===== config.mk =====
export PLATFORM = sky130hd
export DESIGN_NAME = alu_acc_seq
export DESIGN_NICKNAME = d
export VERILOG_FILES = /design/src/rtl/alu_acc_seq.sv
export SDC_FILE = /design/constraint.sdc
export NUM_CORES = 1
export LEC_CHECK = 0
export ABC_AREA = 1
export CAP_MARGIN = 20
export CORE_ASPECT_RATIO = 1.4
export CORE_MARGIN = 2
export CORE_UTILIZATION = 55
export DETAILED_ROUTE_END_ITERATION = 12
export MAX_ROUTING_LAYER = met4
export PLACE_DENSITY = 0.9
export SYNTH_ARGS = -nofsm -noshare
export SYNTH_HDL_FRONTEND = slang
export SYNTH_SLANG_ARGS = --single-unit

===== constraint.sdc =====
create_clock -name clk -period 3.1 [get_ports clk]
set_clock_uncertainty 0.1 [all_clocks]
set_input_delay 0.31 -clock clk [delete_from_list [all_inputs] [get_ports clk]]
set_output_delay 0.31 -clock clk [all_outputs]
set_load 0.05 [all_outputs]

===== src/rtl/alu_acc_seq.sv =====
// Accumulator command sequencer in front of an external combinational 8-bit ALU.
// Commands queue in a small FIFO, run one at a time through IDLE/EXEC/RESP, and results return on a valid/ready port.
module alu_acc_seq #(
  parameter int DEPTH = 4,
  parameter int LVL_W = 3
) (
  input  logic             clk,
  input  logic             rst_n,
  input  logic             cmd_valid,
  output logic             cmd_ready,
  input  logic [2:0]       cmd_op,
  input  logic             cmd_load,
  input  logic [7:0]       cmd_data,
  output logic [7:0]       alu_a,
  output logic [7:0]       alu_b,
  output logic [2:0]       alu_op,
  input  logic [7:0]       alu_y,
  input  logic             alu_carry,
  input  logic             alu_zero,
  output logic             res_valid,
  input  logic             res_ready,
  output logic [7:0]       res_data,
  output logic             res_carry,
  output logic             res_zero,
  output logic             busy,
  output logic [LVL_W-1:0] fifo_level
);

  localparam int PTR_W = (DEPTH > 1) ? $clog2(DEPTH) : 1;
  localparam logic [PTR_W-1:0] PTR_ONE = PTR_W'(1);
  localparam logic [LVL_W-1:0] LVL_ONE = LVL_W'(1);
  localparam logic [LVL_W-1:0] LVL_FULL = LVL_W'(DEPTH);

  typedef enum logic [1:0] {
    IDLE = 2'd0,
    EXEC = 2'd1,
    RESP = 2'd2
  } state_t;

  state_t           state_q, state_d;
  logic [7:0]       fifo_data_q [DEPTH];
  logic [2:0]       fifo_op_q   [DEPTH];
  logic             fifo_load_q [DEPTH];
  logic [PTR_W-1:0] wr_ptr_q, wr_ptr_d;
  logic [PTR_W-1:0] rd_ptr_q, rd_ptr_d;
  logic [LVL_W-1:0] level_q, level_d;
  logic [7:0]       acc_q, acc_d;
  logic [7:0]       opnd_data_q, opnd_data_d;
  logic [2:0]       opnd_op_q, opnd_op_d;
  logic             opnd_load_q, opnd_load_d;
  logic             carry_q, carry_d;
  logic             zero_q, zero_d;
  logic             push_s, pop_s, empty_s, full_s;

  assign empty_s = (level_q == {LVL_W{1'b0}});
  assign full_s  = (level_q == LVL_FULL);
  // cmd_ready depends only on the level register, so a pop never frees a slot in the same cycle
  assign push_s  = cmd_valid && !full_s;

  // FIFO pointer and level next-state
  always_comb begin
    wr_ptr_d = wr_ptr_q;
    rd_ptr_d = rd_ptr_q;
    level_d  = level_q;
    if (push_s) begin
      wr_ptr_d = wr_ptr_q + PTR_ONE;
    end else begin
      wr_ptr_d = wr_ptr_q;
    end
    if (pop_s) begin
      rd_ptr_d = rd_ptr_q + PTR_ONE;
    end else begin
      rd_ptr_d = rd_ptr_q;
    end
    case ({push_s, pop_s})
      2'b10:   level_d = level_q + LVL_ONE;
      2'b01:   level_d = level_q - LVL_ONE;
      default: level_d = level_q;
    endcase
  end

  // FIFO storage write port
  always_ff @(posedge clk or negedge rst_n) begin
    if (!rst_n) begin
      for (int i = 0; i < DEPTH; i++) begin
        fifo_data_q[i] <= 8'h00;
        fifo_op_q[i]   <= 3'b000;
        fifo_load_q[i] <= 1'b0;
      end
    end else if (push_s) begin
      fifo_data_q[wr_ptr_q] <= cmd_data;
      fifo_op_q[wr_ptr_q]   <= cmd_op;
      fifo_load_q[wr_ptr_q] <= cmd_load;
    end
  end

  // Sequencer next-state: pop in IDLE, capture ALU in EXEC, hold result in RESP
  always_comb begin
    state_d     = state_q;
    pop_s       = 1'b0;
    acc_d       = acc_q;
    opnd_data_d = opnd_data_q;
    opnd_op_d   = opnd_op_q;
    opnd_load_d = opnd_load_q;
    carry_d     = carry_q;
    zero_d      = zero_q;
    case (state_q)
      IDLE: begin
        if (!empty_s) begin
          pop_s       = 1'b1;
          opnd_data_d = fifo_data_q[rd_ptr_q];
          opnd_op_d   = fifo_op_q[rd_ptr_q];
          opnd_load_d = fifo_load_q[rd_ptr_q];
          state_d     = EXEC;
        end else begin
          state_d = IDLE;
        end
      end
      EXEC: begin
        if (opnd_load_q) begin
          acc_d   = opnd_data_q;
          carry_d = 1'b0;
          zero_d  = (opnd_data_q == 8'h00);
        end else begin
          acc_d   = alu_y;
          carry_d = alu_carry;
          zero_d  = alu_zero;
        end
        state_d = RESP;
      end
      RESP: begin
        if (res_ready) begin
          state_d = IDLE;
        end else begin
          state_d = RESP;
        end
      end
      default: begin
        state_d = IDLE;
      end
    endcase
  end

  // Sequencer, pointer and datapath registers
  always_ff @(posedge clk or negedge rst_n) begin
    if (!rst_n) begin
      state_q     <= IDLE;
      wr_ptr_q    <= {PTR_W{1'b0}};
      rd_ptr_q    <= {PTR_W{1'b0}};
      level_q     <= {LVL_W{1'b0}};
      acc_q       <= 8'h00;
      opnd_data_q <= 8'h00;
      opnd_op_q   <= 3'b000;
      opnd_load_q <= 1'b0;
      carry_q     <= 1'b0;
      zero_q      <= 1'b0;
    end else begin
      state_q     <= state_d;
      wr_ptr_q    <= wr_ptr_d;
      rd_ptr_q    <= rd_ptr_d;
      level_q     <= level_d;
      acc_q       <= acc_d;
      opnd_data_q <= opnd_data_d;
      opnd_op_q   <= opnd_op_d;
      opnd_load_q <= opnd_load_d;
      carry_q     <= carry_d;
      zero_q      <= zero_d;
    end
  end

  assign cmd_ready  = !full_s;
  assign alu_a      = acc_q;
  assign alu_b      = opnd_data_q;
  assign alu_op     = opnd_op_q;
  assign res_valid  = (state_q == RESP);
  assign res_data   = acc_q;
  assign res_carry  = carry_q;
  assign res_zero   = zero_q;
  assign busy       = (state_q != IDLE) || !empty_s;
  assign fifo_level = level_q;

endmodule


* After elaboration in Yosys (flattened, before gate mapping)
Index checks and enable logic that the tools add are counted.
Word-level totals: bits in registers 79, logic and storage cells 75, output and inout bits 35, bits of input ports 26
Cells by class: equality and inequality tests 5, magnitude comparators 3, bitwise operators 3, multiplexer cells 27, reductions and logical operators 11, add/subtract/negate cells 4
Operator list (count):
- bitwise mux 32 bit | 1
- 2-to-1 mux 8 bit | 4
- binary-select mux 8 bit (select 2 bit) | 1
- demux 8 bit (select 2 bit) | 1
- bitwise mux 12 bit | 1
- 2-to-1 mux 3 bit | 3
- zero test 8 bit | 1
- 2-to-1 mux 1 bit | 8
- binary-select mux 3 bit (select 2 bit) | 1
- demux 3 bit (select 2 bit) | 1
- greater-or-equal comparator 3 bit, second input constant | 2
- NOT 2 -> 3 bit | 2
- one-hot mux 2 bit (3 select lines) | 1
- one-hot mux 3 bit (2 select lines) | 1
- adder 2 x 1 -> 2 bit, second input constant | 2
- bitwise mux 4 bit | 1
- == test 2 x 1 -> 1 bit, second input constant | 2
- == test 2 bit, second input constant | 2
- nonzero test 2 bit | 2
- adder 3 x 1 -> 3 bit, second input constant | 1
- == test 3 bit, second input constant | 1
- zero test 3 bit | 1
- less-than comparator 3 x 1 -> 1 bit, second input constant | 1
- subtractor 3 x 1 -> 3 bit, second input constant | 1
- other kinds (9) | 11

* Logic depth before layout (Yosys ltp)
Gate-level depths: netlist of the first run.
depth after elaboration 6, gate-level depth with buffers 13, depth with buffers taken out 12

* Worst setup path before layout of the first run
Ideal clock, no wire load.
kind reg-to-reg, start reg level_q[0], in the netlist fifo_level[0], end reg level_q[2], in the netlist fifo_level[2], path slack 0.771 ns, data arrival time 2.150 ns, required time 2.921 ns, clock period less this slack 2.329 ns, setup time 0.079 ns, stages on the path, launching flop included 11, path buffers 0, cells stage by stage dfrtp_1 > inv_2 > nand3_4 > nand2_1 > ha_1 > inv_1 > fa_1 > nor2_1 > nor2_1 > nand2_1 > xor2_1
Between the ends: longest elaborated chain between the ends 5, elaborated cells between the ends (all ways) 12, those cells by class 2 x add/sub; 3 x eq/ne; 3 x mux; 4 x reduce/logical
Ends and longest elaborated chain:
- start, declared | line 46 | logic [LVL_W-1:0] level_q, level_d;
- start signal, assigned | line 150 | level_q <= {LVL_W{1'b0}};
- start signal, assigned | line 161 | level_q <= level_d;
- == test 3 bit (*) | line 56 | assign full_s = (level_q == LVL_FULL);
- zero test 1 bit (*)
- net cmd_ready | line 10 | output logic cmd_ready,
- logical AND 1 bit (*) | line 58 | assign push_s = cmd_valid && !full_s;
- == test 2 x 1 -> 1 bit / == test 2 bit (equally long branches) | line 75 | case ({push_s, pop_s})
- one-hot mux 3 bit (2 select lines) / nonzero test 2 bit (equally long branches)
The timed path passes the listed nets; every way through them passes the cells marked *. A chain may end at the register's enable or synchronous reset.

* Worst setup path in the final report of the first run
start reg level_q[0], in the netlist fifo_level[0], end out busy
Between the ends: longest elaborated chain between the ends 3
Ends and longest elaborated chain:
- zero test 3 bit | line 55 | assign empty_s = (level_q == {LVL_W{1'b0}});
- zero test 1 bit | line 179 | assign busy = (state_q != IDLE) || !empty_s;
- logical OR 1 bit | line 179
- end, declared | line 25 | output logic busy,
Every way passes these cells.

==> results of run 1 <==
cell type report:
type / count / area, µm² / share of cell area
sequential: 79 / 1977 / 0.4357
inverter: 31 / 116.4 / 0.02565
clock inverter: 5 / 80.08 / 0.01765
tap: 92 / 115.1 / 0.02537
multi-input combinational: 319 / 1491 / 0.3287
clock buffer: 11 / 151.4 / 0.03337
timing repair buffer: 61 / 605.6 / 0.1335
logic make-up after synthesis:
kind of cell / Yosys count
xor+xnor: 4
buf+inv: 58
fa+ha+maj: 6
compound gates: 70
simple gates: 239
flops: 79
power by group:
group          leakage [nW]  total, W  switching, W  internal (W)
combinational          1.18   0.00285       0.00192      0.000927
sequential            0.981   0.00184      0.000334       0.00151
clock                 0.112  0.000872      0.000376      0.000496
sequential cells by signal, summed over array words and instances, names as in the netlist, 2 cells and up:
name         flops
alu_a            8
state_q          2
fifo_load_q      4
wr_ptr_q         2
fifo_data_q     32
fifo_level       3
alu_op           3
rd_ptr_q         2
alu_b            8
fifo_op_q       12
through the flow:
step | hold WS (ns) | instance area (µm²) | cells | util | setup WS, ns
CTS | 0.03995 | 4537 | 598 | 0.6861 | 0.6777
global route | 0.07414 | 4537 | 598 | 0.6861 | 0.5470
finish | -0.02898 | 4537 | 598 | 0.6861 | 0.6947
global placement | 0.3653 | 4305 | 582 | 0.6511 | 0.8194
detailed placement | 0.3692 | 4305 | 582 | 0.6511 | 0.6799
floorplan | -0.08559 | 3795 | 456 | - | 0.7705
cell usage after synthesis (6+ instances only):
master,number
o21ai_1,36
inv_1,25
buf_2,6
nor2_1,15
buf_6,8
dfrtp_1,79
a21oi_1,15
buf_4,11
nand2_1,214
o21ai_2,12
o21ai_0,6
per-layer routing:
layer | GRT usage | wire length (µm) | up-vias
li1 | - | - | 1498
met1 | 0.2826 | 3281 | 1402
met2 | 0.3977 | 4247 | 100
met3 | 0.05227 | 473 | 23
met4 | 0.1441 | 246 | 0
met5 | - | 0 | -
worst max path at each step:
stage                                          from                        end  slack, ns
final                     fifo_level[0]$_DFFE_PN0P_                       busy       0.69
after floorplan           fifo_level[0]$_DFFE_PN0P_  fifo_level[2]$_DFFE_PN0P_       0.77
after detailed placement                  cmd_valid  fifo_level[2]$_DFFE_PN0P_       0.68
after CTS                 fifo_level[0]$_DFFE_PN0P_                       busy       0.68
after global placement                    cmd_valid  fifo_level[2]$_DFFE_PN0P_       0.82
after global routing      fifo_level[2]$_DFFE_PN0P_  fifo_level[2]$_DFFE_PN0P_       0.55
==> metrics.cfg, run 1 <==
[critical_path]
worstPathRequired_ns=2.69
critPathMaxStageDelay_ns=0.70
endpoint_kind=output pin
cp_top_family=buffers and inverters
cp.depth=4
cp_max_fo=3
crit_arrival_ns=2.00
r2r_slack_ns=0.76
crit_chain=inv_2, nand3_1, or2_2, clkdlybuf4s50_1
cp_slowest_cell=clkdlybuf4s50_1
reg2reg_depth=11
startpoint_type=flop
rr_startpoint=fifo_level[2]$_DFFE_PN0P_
r2r_end=fifo_level[2]$_DFFE_PN0P_
cp_num_buf_inv=2
critPathKind=reg -> out

[synthesis]
avgSynthCellArea_um2=8.322
synth_area_um2=3795
synth-adder-area-share=0.02176
syn_nets=488
ys_types=23
synth_compound_area_frac=0.1048
ys_ff_latch=79
yosysSeqAreaShare=0.5209
ys_warn_count=0
synth_edf_count=0
synthTopCellsByArea=dfrtp_1, nand2_1, o21ai_1, o21ai_2, inv_1
synth_top_area_cell=dfrtp_1
synth_async_sr_flop_share=1.000
yosys.area.top_type_share=0.5209
synthSimpleGateAreaFrac=0.2572
synthCells=456
synth_top_family_by_area=simple AND/OR/NAND/NOR gates
synth_ff_type=dfrtp_1
synth_xor_area_frac=0.009232
synthMuxAreaShare=0

[clocking]
cts-buffers-inserted=9
cts_setup_buffers=0
cts.path.max_buffers=2
cts_resized=0
cts_tree=done
cts.sinks=79
cts_hold_buffers=0
path_clk_slew_ns=0.08
clkLatencyLatePin_ns=0.36
htree_levels=3
clockRootBuffer=clkbuf_8

[drt]
first_iter_violations=186
firstDrtPassIters=4
wirelength_um=8248
post_drt_wl_per_cell_um=13.79
vias=3023
drc=0
antenna_left=0
viasPerCell=5.055

[final_layout]
final_common_cell=nand2_1
layout_common_cells=nand2_1, dfrtp_1, clkdlybuf4s50_1
n_fill_cell=496
area_growth_pct=19.55
drive_gt1_frac=0.08300
antennaDiodeCount=0
nets=533

[die]
fp.dieW_um=74.20
ios=61
core-area_um2=6613
floorplan.initialDensity=0.5739
rows=35
die-height_um=102.3
dieArea_um2=7590

[sta]
drv_slew=0
hold_viol=6
max_freq_mhz=415.8
rsz0062_at_grt=false
period_needed_ns=2.405
setup_viol=0
period_share=0.7759
hold_ws_ns=-0.02898
worstMarginPinSlew_ns=0.9720
relSlewSlack=0.3520
setup_tns_ns=0

[global_route]
grt_max_degree=80
globalRouteOverflowTotal=0
antenna_found_initial=0
first_global_vias=3017
grt_use_total=0.2476
grt_pass1_wl_um=13710

[power_and_ir_drop]
peakVddDrop_mv=0.4659
p_leak_nw=2.268
power_density_nw_per_um2=1226
total_power_w=0.005562

[run_status]
outcome=complete, but fails checks
violations=negative hold slack

[min_path]
hold_path_class=in -> async

[placement]
io_buffers=60
routabilityCongestion=0.8045
detailedPlacementHpwl_um=5287

[run]
max-cap-violations=0

Note: power is estimated with default switching activity, not from simulation.
==> run 2: changes to the inputs <==
--- a/config.mk
+++ b/config.mk
@@ -9,10 +9,10 @@
 export CAP_MARGIN = 20
 export CORE_ASPECT_RATIO = 1.4
 export CORE_MARGIN = 2
-export CORE_UTILIZATION = 55
+export CORE_UTILIZATION = 53
 export DETAILED_ROUTE_END_ITERATION = 12
 export MAX_ROUTING_LAYER = met4
-export PLACE_DENSITY = 0.9
+export PLACE_DENSITY = 0.87
 export SYNTH_ARGS = -nofsm -noshare
 export SYNTH_HDL_FRONTEND = slang
 export SYNTH_SLANG_ARGS = --single-unit
==> constraint.sdc (replaced) <==
create_clock -name clk -period 2.3 [get_ports clk]
set_clock_uncertainty 0.1 [all_clocks]
set_input_delay 0.23 -clock clk [delete_from_list [all_inputs] [get_ports clk]]
set_output_delay 0.23 -clock clk [all_outputs]
set_load 0.05 [all_outputs]
==> run 2 against run 1 <==
Net effect:
- critical endpoint is now cmd_ready
- die area is 3.6% higher
- power up 37%
- highest routed layer unchanged
- the flow now finishes without violations
- critical path type unchanged
- register-to-register slack got worse by 0.54 ns
- first-iteration DRC count is 16% higher
- worst hold slack better by 0.33 ns
- flip-flop and latch count is the same
- clock-buffer cell count grew 1
- largest power group unchanged
- critical path depth decreased by 1
- setup slack got worse by 0.52 ns
- cell count grew 1.7%
==> metrics.cfg, run 2 (synthesized netlist as in run 1, its figures left out) <==
[drt]
first_iter_violations=215
post_drt_wl_per_cell_um=13.07
firstDrtPassIters=4
vias=3034
antenna_left=0
wirelength_um=7948
viasPerCell=4.990
drc=0

[clocking]
clkLatencyLatePin_ns=0.35
cts-buffers-inserted=9
clockRootBuffer=clkbuf_8
cts_tree=done
cts.path.max_buffers=2
htree_levels=3
cts.sinks=79
path_clk_slew_ns=0.07

[final_layout]
n_fill_cell=548
nets=541
largest_reg_flops=32
antennaDiodeCount=0
final_common_cell=nand2_1
drive_gt1_frac=0.09747
finalNonFillerCells=608
reg.largest.list=fifo_data_q x32, fifo_op_q x12
finalCoreUtilization=0.6677
layout_common_cells=nand2_1, dfrtp_1, clkdlybuf4s50_1
area_growth_pct=22.06
largest-register=fifo_data_q

[placement]
routabilityCongestion=0.8135
detailedPlacementHpwl_um=5445
dp_cells=592
io_buffers=60

[sta]
relSlewSlack=0.6423
period_needed_ns=2.123
period_share=0.9230
hold_viol=0
worstMarginPinSlew_ns=0.5365
max_freq_mhz=471.1
rsz0062_at_grt=false
drv_slew=0
setup_viol=0
hold_ws_ns=0.2967
setup_tns_ns=0

[die]
dieArea_um2=7863
floorplan.initialDensity=0.5471
core-area_um2=6937
rows=36
ios=61
fp.dieW_um=75.52
die-height_um=104.1

[global_route]
antenna_found_initial=0
grt_use_total=0.2296
globalRouteOverflowTotal=0
grt_max_degree=42
grt_pass1_wl_um=13500
first_global_vias=2964

[critical_path]
cp_max_fo=6
critPathKind=reg -> out
startpoint_type=flop
worstPathRequired_ns=1.97
crit_arrival_ns=1.79
endpoint_kind=output pin
cp_slowest_cell=clkdlybuf4s50_1
cp_num_buf_inv=2
cp_top_family=buffers and inverters
critPathMaxStageDelay_ns=0.83
crit_chain=inv_2, nand3_4, clkdlybuf4s50_1

[power_and_ir_drop]
peakVddDrop_mv=0.7144
power_density_nw_per_um2=1640
p_int_w=0.004118
p_sw_w=0.003477
sequentialPowerShare=0.322
comb_power_share=0.512
netSwitchingFraction=0.4579
power_frac_clock=0.166
p_leak_nw=2.317

[min_path]
hold_path_class=in -> async

[run]
max-cap-violations=0

[run_status]
outcome=finished clean

run 2: area by class of cell:
type | count | area, µm² | share of cell area
clock inverter | 3 | 90.09 | 0.01945
multi-input combinational | 319 | 1491 | 0.3220
inverter | 31 | 116.4 | 0.02512
tap | 95 | 118.9 | 0.02566
clock buffer | 12 | 155.1 | 0.03350
timing repair buffer | 69 | 679.4 | 0.1467
sequential | 79 | 1981 | 0.4276
run 2: worst paths after layout:
path	start	endpoint	slack [ns]	cells after the start
max	fifo_level[0]$_DFFE_PN0P_	cmd_ready	0.18	3
min	rst_n	wr_ptr_q[0]$_DFFE_PN0P_	0.30	2
max reg2reg	fifo_level[0]$_DFFE_PN0P_	fifo_level[2]$_DFFE_PN0P_	0.22	10
min reg2reg	alu_op[1]$_DFFE_PN0P_	alu_op[1]$_DFFE_PN0P_	0.38	2
max in group asynchronous	rst_n	state_q[0]$_DFF_PN0_	1.20	3
min in group clk	res_ready	state_q[1]$_DFF_PN0_	0.37	2
run 2: timing repair:
action	4_1_cts	5_1_grt
gates resized for setup	1	0
hold buffers	1	0
setup endpoints to repair	1	0
buffers inserted	0	0
endpoints found under the hold margin	39	0
run 2: metrics by stage:
| step | total power, W | setup slack (ns) | cell area (µm²) |
|---|---|---|---|
| floorplan | 0.005399 | 0.08231 | 3799 |
| global placement | 0.006198 | 0.3462 | 4378 |
| detailed placement | 0.006361 | 0.2521 | 4378 |
| CTS | 0.007635 | 0.1569 | 4632 |
| global route | 0.008163 | 0.007307 | 4632 |
| finish | 0.007595 | 0.1772 | 4632 |
run 2: per-layer routing:
layer | wire length, µm | share of wire | GRT usage
met4 | 138 | 0.017 | 0.09148
met1 | 3285 | 0.41 | 0.2729
met5 | 0 | 0 | -
met3 | 431 | 0.054 | 0.04748
met2 | 4092 | 0.51 | 0.3733
run 2: power groups by stage:
stage	logic (W)	registers (W)	clock network, W
after floorplan	0.00240	0.00300	0
after global placement	0.00378	0.00242	0
after detailed placement	0.00390	0.00247	0
after CTS	0.00392	0.00244	0.00127
after global routing	0.00430	0.00253	0.00134
final	0.00389	0.00245	0.00126
